**src/rtl/pipe_pkg.sv**
```systemverilog
`default_nettype none
// ============================================================================
// Module  : pipe_pkg
// Purpose : Shared definitions for the pipeline front-end controller:
//           front-end state encoding, squash instruction, reset PC default.
// Ports   : none (package)
// Revision: 1.0 - initial release
// ============================================================================
package pipe_pkg;

  // Front-end sequencing state, as seen on the 2-bit state output
  typedef enum logic [1:0] {
    ST_RUN  = 2'd0,
    ST_LU   = 2'd1,
    ST_HALT = 2'd2
  } state_t;

  // addi x0,x0,0 -- loaded into IF/ID whenever the slot is squashed
  localparam logic [31:0] PKG_NOP_INSTR = 32'h0000_0013;

  // Fetch address after reset
  localparam logic [31:0] PKG_RESET_PC  = 32'h0000_0000;

endpackage : pipe_pkg
`default_nettype wire

```
**src/rtl/sat_counter.sv**
```systemverilog
`default_nettype none
// ============================================================================
// Module  : sat_counter
// Purpose : Width-parameterised saturating up-counter. Sticks at all-ones
//           instead of wrapping. Synchronous active-low clear.
// Ports   : clk    in  1      rising-edge clock
//           clr_n  in  1      synchronous active-low clear
//           inc    in  1      increment request
//           count  out WIDTH  current count
// Revision: 1.0 - initial release
// ============================================================================
module sat_counter #(
  parameter int WIDTH = 16
) (
  input  logic             clk,
  input  logic             clr_n,
  input  logic             inc,
  output logic [WIDTH-1:0] count
);

  always_ff @(posedge clk) begin
    if (!clr_n) begin
      count <= '0;
    end else if (inc && (count != {WIDTH{1'b1}})) begin
      count <= count + WIDTH'(1);
    end
  end

endmodule : sat_counter
`default_nettype wire

```
**src/rtl/pipe_ctrl.sv**
```systemverilog
`default_nettype none
// ============================================================================
// Module  : pipe_ctrl
// Purpose : Pipeline front-end controller. Owns the PC and IF/ID register,
//           sequences load-use hold, EX redirect squash and halt, drives the
//           ID/EX bubble request and keeps stall/flush performance counters.
// Ports   : clk, rst_n               clock, sync active-low reset
//           if_instr                 instruction fetched at pc
//           fwd_stall, fwd_flush     load-use hold / ID-EX bubble requests
//           halt                     halt request from ID
//           ex_redirect, ex_target   taken branch/jump from EX
//           pc                       current fetch address
//           ifid_pc/instr/valid      IF/ID register contents
//           idex_bubble              combinational bubble for ID/EX
//           state                    RUN=0, LU=1, HALT=2
//           stall_cnt, flush_cnt     saturating performance counters
//           proto_err, misalign      sticky error flags
// Revision: 1.0 - initial release
// ============================================================================
module pipe_ctrl
  import pipe_pkg::*;
#(
  parameter int              XLEN      = 32,
  parameter logic [XLEN-1:0] RESET_PC  = PKG_RESET_PC,
  parameter logic [XLEN-1:0] NOP_INSTR = PKG_NOP_INSTR,
  parameter int              CNT_W     = 16
) (
  input  logic             clk,
  input  logic             rst_n,
  input  logic [XLEN-1:0]  if_instr,
  input  logic             fwd_stall,
  input  logic             fwd_flush,
  input  logic             halt,
  input  logic             ex_redirect,
  input  logic [XLEN-1:0]  ex_target,
  output logic [XLEN-1:0]  pc,
  output logic [XLEN-1:0]  ifid_pc,
  output logic [XLEN-1:0]  ifid_instr,
  output logic             ifid_valid,
  output logic             idex_bubble,
  output logic [1:0]       state,
  output logic [CNT_W-1:0] stall_cnt,
  output logic [CNT_W-1:0] flush_cnt,
  output logic             proto_err,
  output logic             misalign
);

  state_t            state_q, state_nxt;
  logic [XLEN-1:0]   pc_nxt, ifid_pc_nxt, ifid_instr_nxt;
  logic              ifid_valid_nxt, proto_err_nxt, misalign_nxt;
  logic              stall_eff, stall_inc, flush_inc;

  // A stall only takes hold from RUN and loses to redirect and halt
  assign stall_eff = fwd_stall && (state_q == ST_RUN) && !ex_redirect && !halt;

  assign idex_bubble = !rst_n || ex_redirect || stall_eff
                     || (fwd_flush && (state_q == ST_RUN))
                     || (state_q == ST_HALT);

  always_comb begin
    state_nxt      = state_q;
    pc_nxt         = pc;
    ifid_pc_nxt    = ifid_pc;
    ifid_instr_nxt = ifid_instr;
    ifid_valid_nxt = ifid_valid;
    proto_err_nxt  = proto_err;
    misalign_nxt   = misalign;
    stall_inc      = 1'b0;
    flush_inc      = 1'b0;

    if (state_q == ST_HALT) begin
      // EX carries only bubbles here, so a redirect cannot be genuine
      ifid_valid_nxt = 1'b0;
    end else if (ex_redirect) begin
      pc_nxt         = {ex_target[XLEN-1:2], 2'b00};
      ifid_pc_nxt    = pc;
      ifid_instr_nxt = NOP_INSTR;
      ifid_valid_nxt = 1'b0;
      state_nxt      = ST_RUN;
      flush_inc      = 1'b1;
      if (ex_target[1:0] != 2'b00) begin
        misalign_nxt = 1'b1;
      end
    end else if (halt) begin
      ifid_valid_nxt = 1'b0;
      state_nxt      = ST_HALT;
    end else if (stall_eff) begin
      state_nxt      = ST_LU;
      stall_inc      = 1'b1;
    end else begin
      // A second consecutive stall request is a forwarding-unit bug;
      // flag it but never hold longer than one cycle.
      if ((state_q == ST_LU) && fwd_stall) begin
        proto_err_nxt = 1'b1;
      end
      pc_nxt         = pc + XLEN'(4);
      ifid_pc_nxt    = pc;
      ifid_instr_nxt = if_instr;
      ifid_valid_nxt = 1'b1;
      state_nxt      = ST_RUN;
    end
  end

  always_ff @(posedge clk) begin
    if (!rst_n) begin
      state_q    <= ST_RUN;
      pc         <= RESET_PC;
      ifid_pc    <= '0;
      ifid_instr <= NOP_INSTR;
      ifid_valid <= 1'b0;
      proto_err  <= 1'b0;
      misalign   <= 1'b0;
    end else begin
      state_q    <= state_nxt;
      pc         <= pc_nxt;
      ifid_pc    <= ifid_pc_nxt;
      ifid_instr <= ifid_instr_nxt;
      ifid_valid <= ifid_valid_nxt;
      proto_err  <= proto_err_nxt;
      misalign   <= misalign_nxt;
    end
  end

  assign state = state_q;

  sat_counter #(.WIDTH(CNT_W)) u_stall_cnt (
    .clk   (clk),
    .clr_n (rst_n),
    .inc   (stall_inc),
    .count (stall_cnt)
  );

  sat_counter #(.WIDTH(CNT_W)) u_flush_cnt (
    .clk   (clk),
    .clr_n (rst_n),
    .inc   (flush_inc),
    .count (flush_cnt)
  );

endmodule : pipe_ctrl
`default_nettype wire

```
**config.mk**
```make
export PLATFORM = sky130hd
export DESIGN_NAME = pipe_ctrl
export DESIGN_NICKNAME = d
export VERILOG_FILES = /design/src/rtl/pipe_pkg.sv /design/src/rtl/sat_counter.sv /design/src/rtl/pipe_ctrl.sv
export SDC_FILE = /design/constraint.sdc
export NUM_CORES = 1
export LEC_CHECK = 0
export ABC_AREA = 1
export CAP_MARGIN = 20
export CORE_MARGIN = 4
export CORE_UTILIZATION = 29
export CTS_CLUSTER_DIAMETER = 40
export DETAILED_ROUTE_END_ITERATION = 8
export HOLD_SLACK_MARGIN = 0.06
export PLACE_DENSITY_LB_ADDON = 0.1
export SYNTH_ARGS = -nofsm -noshare
export SYNTH_HDL_FRONTEND = slang
export SYNTH_SLANG_ARGS = --single-unit
```
**constraint.sdc**
```tcl
create_clock -name clk -period 4.99 [get_ports clk]
set_clock_uncertainty 0.2 [all_clocks]
set_input_delay 0.499 -clock clk [delete_from_list [all_inputs] [get_ports clk]]
set_output_delay 0.499 -clock clk [all_outputs]
set_load 0.02 [all_outputs]
```
==> reports/results.txt, run 1 <==
synth unique cells: 35
Die W: 157 um
Total GRT Usage: 0.176
register area share after synthesis: 0.400
number of diodes: 0
initial antenna violation count: 1
Routed wire per std cell: 15.3 um
setup TNS: 0 ns
post-detailed-routing wire length: 22.2 mm
Synth Area in XOR/XNOR: 0.0149
FMAX: 0.339 GHz
P_leak: 3.27 nW
CTS tree: built
Clock Latency Late Sink: 0.42 ns
Clock Pin Slew Worst Setup and Hold Paths: 0.05 ns
total gr overflow: 0
num rows: 54
HP Class: reg -> reg
flop2flop setup slack: 2.39 ns
RSZ-0062 raised after global routing: no
Post-synth EDFFs: 0
final setup margin: 2.04 ns
share of layout cells above drive strength 1: 0.0490
combinational family with the most area after synthesis: simple AND/OR/NAND/NOR gates
drt first-iter violations: 311
Slew Limit Fails: 0
fillers: 2348
number of nets with antenna violations after routing: 0
number of synthesis warnings: 0
first-pass GRT wire length: 34.5 mm
crit-path max FO: 31
fin crit share: 0.591
Worst IR Drop VDD: 0.179 mV
Yosys reg bits: 129
# clock sinks: 129
Hold Violations, Final: 0
IO Pins: 204
cts bufs inserted: 17
pre-CTS setup slack: 1.75 ns
CTS max path bufs: 2
detailed-route DRC error count: 0
final instance area: 9180 um^2
number of port buffers: 199
post-synthesis cell count: 977
H-Tree Level Count: 4
CTS Root Cell: clkbuf_16
Worst-Margin Slew: 0.950 ns
crit path time final: 2.95 ns
Vias/cell: 4.67
post-synthesis simple-gate area fraction: 0.338
number of global-route vias before repair: 6594
Worst EP required: 4.29 ns
Area growth, synth to finish: 42.2%
Starting Density: 0.295
placed insts: 1412
Slew headroom: 0.367
# hold bufs at CTS: 0
DIE AREA: 24700 um^2
Max Cap Violations: 0
Placed Instance Area: 8570 um^2
Crit. End Element: output pin
WS Path Type: in -> out
cells on worst reg2reg path: 8
fraction of the mapped netlist area in adder cells: 0.00581
Post-CTS Resized: 0
hold path cells: 2
most used flip-flop cell after synthesis: dfxtp_1
cell area after synthesis: 6460 um^2
Setup Viol. Count Final: 0
largest net degree at the start of global routing: 76
power per cell area: 323 nW/um^2
Placer Congestion: 0.808
Post-CTS Setup Bufs: 0
core area: 21900 um^2
Cell Count, Final, Fillers Out: 1444
die height: 157 um
mux share of post-synthesis cell area: 0
final core area utilization: 0.419
FFs w/ async S/R, synth: 0
status: finished, final reports clean
Avg Inst Size Synth: 6.61 um^2
arrival time of the worst setup path: 2.25 ns
drt first pass iters: 4
Startpoint Class: input pin
Final Net Count: 1224
post-DP HPWL: 15.3 mm
Vias: 6740
Compound-Gate Fraction of Synth Area: 0.142
[cell usage after synthesis (8+ instances only)]
cell type,number,share of area
o21ai_0,65,0.050
nand4_1,9,0.0087
nor3_1,20,0.016
nand2_1,237,0.14
a21oi_1,98,0.076
nand3_1,97,0.075
inv_1,85,0.049
nor2_2,8,0.0078
a31oi_1,10,0.0097
xor2_1,9,0.012
buf_4,10,0.012
nor2_1,123,0.072
buf_2,12,0.0093
dfxtp_1,129,0.40
clkbuf_1,19,0.011
[worst paths after layout]
| path | startpoint | end |
|---|---|---|
| max | ex_redirect | idex_bubble |
| min | misalign | misalign |
| max reg2reg | u_flush_cnt.count[0] | u_flush_cnt.count[0] |
| min reg2reg | misalign | misalign |
[layout make-up]
| cell class | instances | area [um^2] | share of cell area |
|---|---|---|---|
| clock buffers | 21 | 450 | 0.0491 |
| clock inverters | 11 | 161 | 0.0176 |
| inverters | 90 | 339 | 0.0369 |
| multi-input cells | 708 | 3250 | 0.354 |
| flip-flops and latches | 129 | 2580 | 0.281 |
| well taps | 280 | 350 | 0.0382 |
| repair buffers | 205 | 2040 | 0.223 |
[state kept, by name (all words and copies together), names as in the netlist]
name	flops
ifid_instr	32
ifid_pc	30
pc	30
u_flush_cnt.count	16
u_stall_cnt.count	16
state	2
ifid_valid	1
misalign	1
proto_err	1
[layout by cell type, fill, tap and decap left out, types with 2 or more instances in the layout]
cell type        count
nand3b_1             6
clkinv_2             6
inv_2                4
clkbuf_16           17
and3_1               2
nor2_4               2
nor3_1              20
nor2_1             123
clkbuf_1             3
nor2_2               8
nand4_1              9
nand3_1             97
buf_4                5
a21oi_1             98
dfxtp_1            129
xnor2_1              2
ha_1                 3
bufinv_16            4
xor2_1               9
nand2_1            237
o21ai_0             65
conb_1               4
and2_1               2
inv_1               84
nand2_2              3
a31oi_1             10
o21ai_1              2
clkdlybuf4s50_1    198
[routing by layer]
metal  track usage  part of all wire
met1         0.229              0.46
met5             0           0.00036
met3        0.0525             0.063
met4        0.0385             0.011
met2         0.290              0.47
[through the flow]
step	power (W)	hold slack, ns
after floorplan	0.00143	0.326
after global placement	0.00166	0.245
after detailed placement	0.00166	0.249
after CTS	0.00300	0.258
after global routing	0.00309	0.281
final	0.00296	0.256
[kinds of logic (layout without fill, tap and decap cells)]
logic type,after synthesis,after routing
simple gates,512,512
buf+inv,143,327
other cells,1,4
compound gates,178,178
flops,129,129
xor+xnor,11,11
fa+ha+maj,3,3
[worst max-delay path: stages]
cell             delay [ns]
clkdlybuf4s50_1        0.40
buf_4                  0.23
nor2_1                 0.18
nand3_2                0.18
nand3_1                0.13
clkdlybuf4s50_1        0.61
[report_power, final]
part	switching [W]	internal, W	total [W]
Sequential	0.0000527	0.00109	0.00114
Combinational	0.000278	0.000209	0.000486
Clock	0.000483	0.000846	0.00133
Total	0.000814	0.00215	0.00296
Power figures use the tool's default switching activity.
==> run 2, diff against run 1 <==
clock period = 3.1 ns   (was 4.99 ns; I/O delays follow)
==> run 2 against run 1 <==
Worst hold slack about the same. Sequential power rose by 61%. Clock power up 59%. Critical endpoint unchanged. Final cell count up 0.28%. Global-route usage increased by 0.087 points. Critical path depth decreased by 1. Via count shrank 0.15%. Cell area rose by 0.50%. Routed wire length shrank 0.60%. Utilization increased by 0.21 points. Highest routed layer is now met4. Critical path type unchanged. Count of clock-buffer cells in the layout fell by 1.
==> reports/results.txt, run 2 (same netlist as run 1, synthesis figures left out) <==
H-Tree Level Count: 4
Post-CTS Resized: 0
cts bufs inserted: 17
Cell Count, Final, Fillers Out: 1448
CTS tree: built
number of port buffers: 199
placed insts: 1415
largest net degree at the start of global routing: 118
detailed-route DRC error count: 0
number of nets with antenna violations after routing: 0
status: finished, final reports clean
WS Path Type: in -> out
share of layout cells above drive strength 1: 0.0531
number of diodes: 0
Placed Instance Area: 8600 um^2
FMAX: 0.395 GHz
setup TNS: 0 ns
# clock sinks: 129
Die W: 157 um
Placer Congestion: 0.808
Critical Path Start: ex_redirect
HP Class: reg -> reg
Starting Density: 0.295
P_leak: 3.28 nW
IO Pins: 204
CTS Root Cell: clkbuf_16
crit path time final: 2.53 ns
Setup Viol. Count Final: 0
Final Net Count: 1228
Routed wire per std cell: 15.2 um
HP Start: misalign
total gr overflow: 0
Worst EP required: 2.59 ns
Vias: 6730
max reg flops: 32
initial antenna violation count: 0
Internal Power: 0.00341 W
Crit. End Element: output pin
Clock Latency Late Sink: 0.42 ns
net switching fraction of the power: 0.282
crit-path max FO: 28
number of global-route vias before repair: 6577
commonest cells after routing, fill and taps aside: 237 x nand2_1, 198 x clkdlybuf4s50_1, 129 x dfxtp_1
power per cell area: 515 nW/um^2
drt first-iter violations: 288
P_sw: 0.00134 W
Worst-Margin Slew: 0.936 ns
final setup margin: 0.571 ns
reg2reg start: u_flush_cnt.count[0]
final instance area: 9220 um^2
final core area utilization: 0.421
arrival time of the worst setup path: 2.02 ns
Slew headroom: 0.376
fin crit share: 0.816
post-detailed-routing wire length: 22.0 mm
Max Cap Violations: 0
Slew Limit Fails: 0
Reg with most FFs: ifid_instr
Largest regs: ifid_instr: 32 flops, ifid_pc: 30 flops, pc: 30 flops
Clock Power Share: 0.446
first-pass GRT wire length: 34.9 mm
die height: 157 um
RSZ-0062 raised after global routing: no
Comb pwr share: 0.166
post-DP HPWL: 15.4 mm
DIE AREA: 24700 um^2
Startpoint Class: input pin
num rows: 54
core area: 21900 um^2
Area growth, synth to finish: 42.9%
Total GRT Usage: 0.177
CTS max path bufs: 2
pre-CTS setup slack: 0.506 ns
Reg power frac: 0.388
drt first pass iters: 7
Hold Violations, Final: 0
Worst IR Drop VDD: 0.282 mV
most common cell after layout, fill and taps aside: nand2_1
Vias/cell: 4.65
Clock Pin Slew Worst Setup and Hold Paths: 0.06 ns
run 2: changes by cell type in the layout (fill, tap and decap cells not counted), moves of 2 or more:
cell	previous run	this run
inv_6	0	2
clkinvlp_4	1	4
buf_4	5	7
clkbuf_1	3	1
clkinv_2	6	3
run 2: worst max-delay path, stage by stage:
cell and delay [ns]:
clkdlybuf4s50_1 0.54, buf_4 0.34, nor2_1 0.11, nand3_1 0.10, clkdlybuf4s50_1 0.61
run 2: final cells by class:
| type | count | area [um^2] |
|---|---|---|
| clock buffers | 20 | 457 |
| repair buffers | 209 | 2090 |
| clock inverters | 12 | 156 |
| inverters | 90 | 339 |
| multi-input cells | 708 | 3250 |
| fillers | 2328 | 12700 |
| well taps | 280 | 350 |
| flip-flops and latches | 129 | 2580 |
run 2: stage by stage:
stage	hold slack, ns	total power (W)
finish	0.256	0.00475
global placement	0.239	0.00268
CTS	0.245	0.00482
global route	0.257	0.00498
floorplan	0.242	0.00230
detailed placement	0.252	0.00268
run 2: path summary, 6_finish.rpt:
check                         end  slack (ns)  depth (start not counted)
min                      misalign        0.26                          2
max                   idex_bubble        0.57                          5
max reg2reg  u_flush_cnt.count[0]        0.88                          8
min reg2reg              misalign        0.26                          2
run 2: timing repair:
action	4_1_cts	5_1_grt
setup buffers	0	0
endpoints found under the setup margin	0	0
hold buffers	1	0
hold endpoints to repair	1	0
run 2: power groups by stage:
stage | registers, W | logic, W | clock network (W)
3_5_place_dp | 0.00188 | 0.000799 | 0
4_1_cts | 0.00184 | 0.000804 | 0.00218
3_3_place_gp | 0.00188 | 0.000799 | 0
2_1_floorplan | 0.00198 | 0.000319 | 0
5_1_grt | 0.00186 | 0.000869 | 0.00225
6_report | 0.00184 | 0.000791 | 0.00212
run 2: metal layers:
metal	up-vias	share of wire	GRT usage
met1	3042	0.47	0.240
met2	152	0.46	0.281
met3	12	0.056	0.0544
li1	3524	-	-
met4	0	0.0077	0.0340
met5	-	0	0
==> variant (settings of run 2) <==
`CNT_W`: 16 -> 32.
--- a/src/rtl/pipe_ctrl.sv
+++ b/src/rtl/pipe_ctrl.sv
@@ -25,3 +25,3 @@
   parameter logic [XLEN-1:0] NOP_INSTR = PKG_NOP_INSTR,
-  parameter int              CNT_W     = 16
+  parameter int              CNT_W     = 32
 ) (
Ports: changed (resized flush_cnt and stall_cnt); port bits go from 204 to 236. The function was not compared with the original's and may differ.
==> variant against run 2 <==
  * Final area rose by 28%
  * Total power rose by 9.0%
  * Sequential cell count rose by 32
  * Die area rose by 33%
  * Cell count rose by 35%
  * Routed wire length rose by 39%
  * Worst setup slack got worse by 0.14 ns
  * Critical endpoint unchanged
  * Synthesized area rose by 35%
  * Critical path type unchanged
==> variant: results (changes against run 2) <==
antenna violations before repair 2 (+2); post-CTS resize count 0 (unchanged); register area share after synthesis 37.0% (-3.0 points); crit-path max cell delay 0.66 ns (+0.05 ns); Post-synth EDFFs 0 (unchanged); first-pass GRT wire length 48.0 mm (+37%); hold depth 3 (+1); CP Max Fanout 31 (+11%); Max-slew headroom 58.5% (+21 points); IO Port Bufs 231 (+16%); Synth area leaders dfxtp_1, nand2_1, nor2_1, a21oi_1, nand3_1; outcome complete, no violations; mux share of post-synthesis cell area 0% (unchanged); latest clock arrival within the worst-skew pair 0.42 ns (about the same); H-tree depth 4 (unchanged); biggest regs ifid_instr x32, u_flush_cnt.count x32, u_stall_cnt.count x32; First DRT Iteration DRCs 489 (+70%); postcts setup bufs 0 (unchanged); R2R cell count 10 (+2); NumNets Final 1619 (+32%); routability cong. 0.884 (+9.3%); Synth Area in Compound Gates 13.3% (-0.97 points); library cells used by synthesis 40 (+14%); CTS root buffer clkbuf_16; drt wl/cell 15.7 um (+3.3%); n_diodes 0 (unchanged); largest net degree at the start of global routing 74 (-37%); slowest CP cell clkdlybuf4s50_1; Cell Area, Placed 11300 um^2 (+31%); TritonCTS buffer count 17 (unchanged); ys flop type dfxtp_1; Worst Path Arrival 2.16 ns (+0.14 ns); adder-cell share of the synthesized area 0.431% (-0.15 points); DP Wirelength 22.2 mm (+44%); share of layout cells above drive strength 1 6.93% (+1.6 points); Pre-antenna DRT Iters 6 (-1); YS warnings 0 (unchanged); CTS Buffer Depth 2 (unchanged); Leakage 4.06 nW (+24%); Hold/Removal Path Class input pin to register; Peak VDD IR 351 uV (+25%); Post-Synth XOR/XNOR Area 2.61% (+1.1 points); Tot GR Track Use 17.9% (+0.22 points); vias in the first global route 8513 (+29%); Vias/cell 4.67 (+0.43%); Synth async-reset ratio 0% (unchanged); most frequent cells after synthesis nand2_1, nor2_1, dfxtp_1; clock slew at reported path FFs 0.07 ns
variant: path summary, 6_finish.rpt:
| check | startpoint | slack [ns] | endpoint |
|---|---|---|---|
| worst max-delay path | ex_redirect | 0.43 | idex_bubble |
| worst min-delay path | rst_n | 0.13 | u_flush_cnt.count[31] |
| worst max register to register | u_flush_cnt.count[0] | 0.79 | u_flush_cnt.count[28] |
| worst min register to register | misalign | 0.25 | misalign |
variant: kinds of logic after synthesis:
logic type | count (synthesis)
buffers and inverters | 135
adders and majority gates | 3
AOI/OAI and AO/OA | 203
DFF | 161
xor gates and xnor gates | 26
other | 1
and+or+nand+nor | 814
variant: cell type report:
cell class	instances	area (um^2)
clock buffers	17	425
clock inverters	14	134
fillers	3245	17800
multi-input cells	1050	4870
inverters	73	280
well taps	390	488
repair buffers	243	2430
flip-flops and latches	161	3220
variant: where the power goes:
group          total [mW]  internal [mW]  switching [mW]
clock                2.09           1.12           0.974
sequential           2.25           2.17          0.0870
combinational       0.834          0.351           0.483
variant: through the flow:
stage,cells,setup slack [ns]
after global routing,1948,0.316
after CTS,1948,0.372
after floorplan,1346,1.06
final,1948,0.432
after detailed placement,1917,0.387
after global placement,1917,0.391
variant: layer usage:
layer | up-vias | global-route usage [%] | part of all wire (%)
li1 | 4712 | - | -
met1 | 4142 | 25.0 | 49
met2 | 213 | 28.2 | 45
met3 | 22 | 4.39 | 5.5
met4 | 4 | 3.66 | 1.0
met5 | - | 0 | 0.091
variant: worst max-delay path: cells and delay by family:
family | cells | cell delay, ns
and+or+nand+nor | 2 | 0.23
buffers and inverters | 3 | 1.61
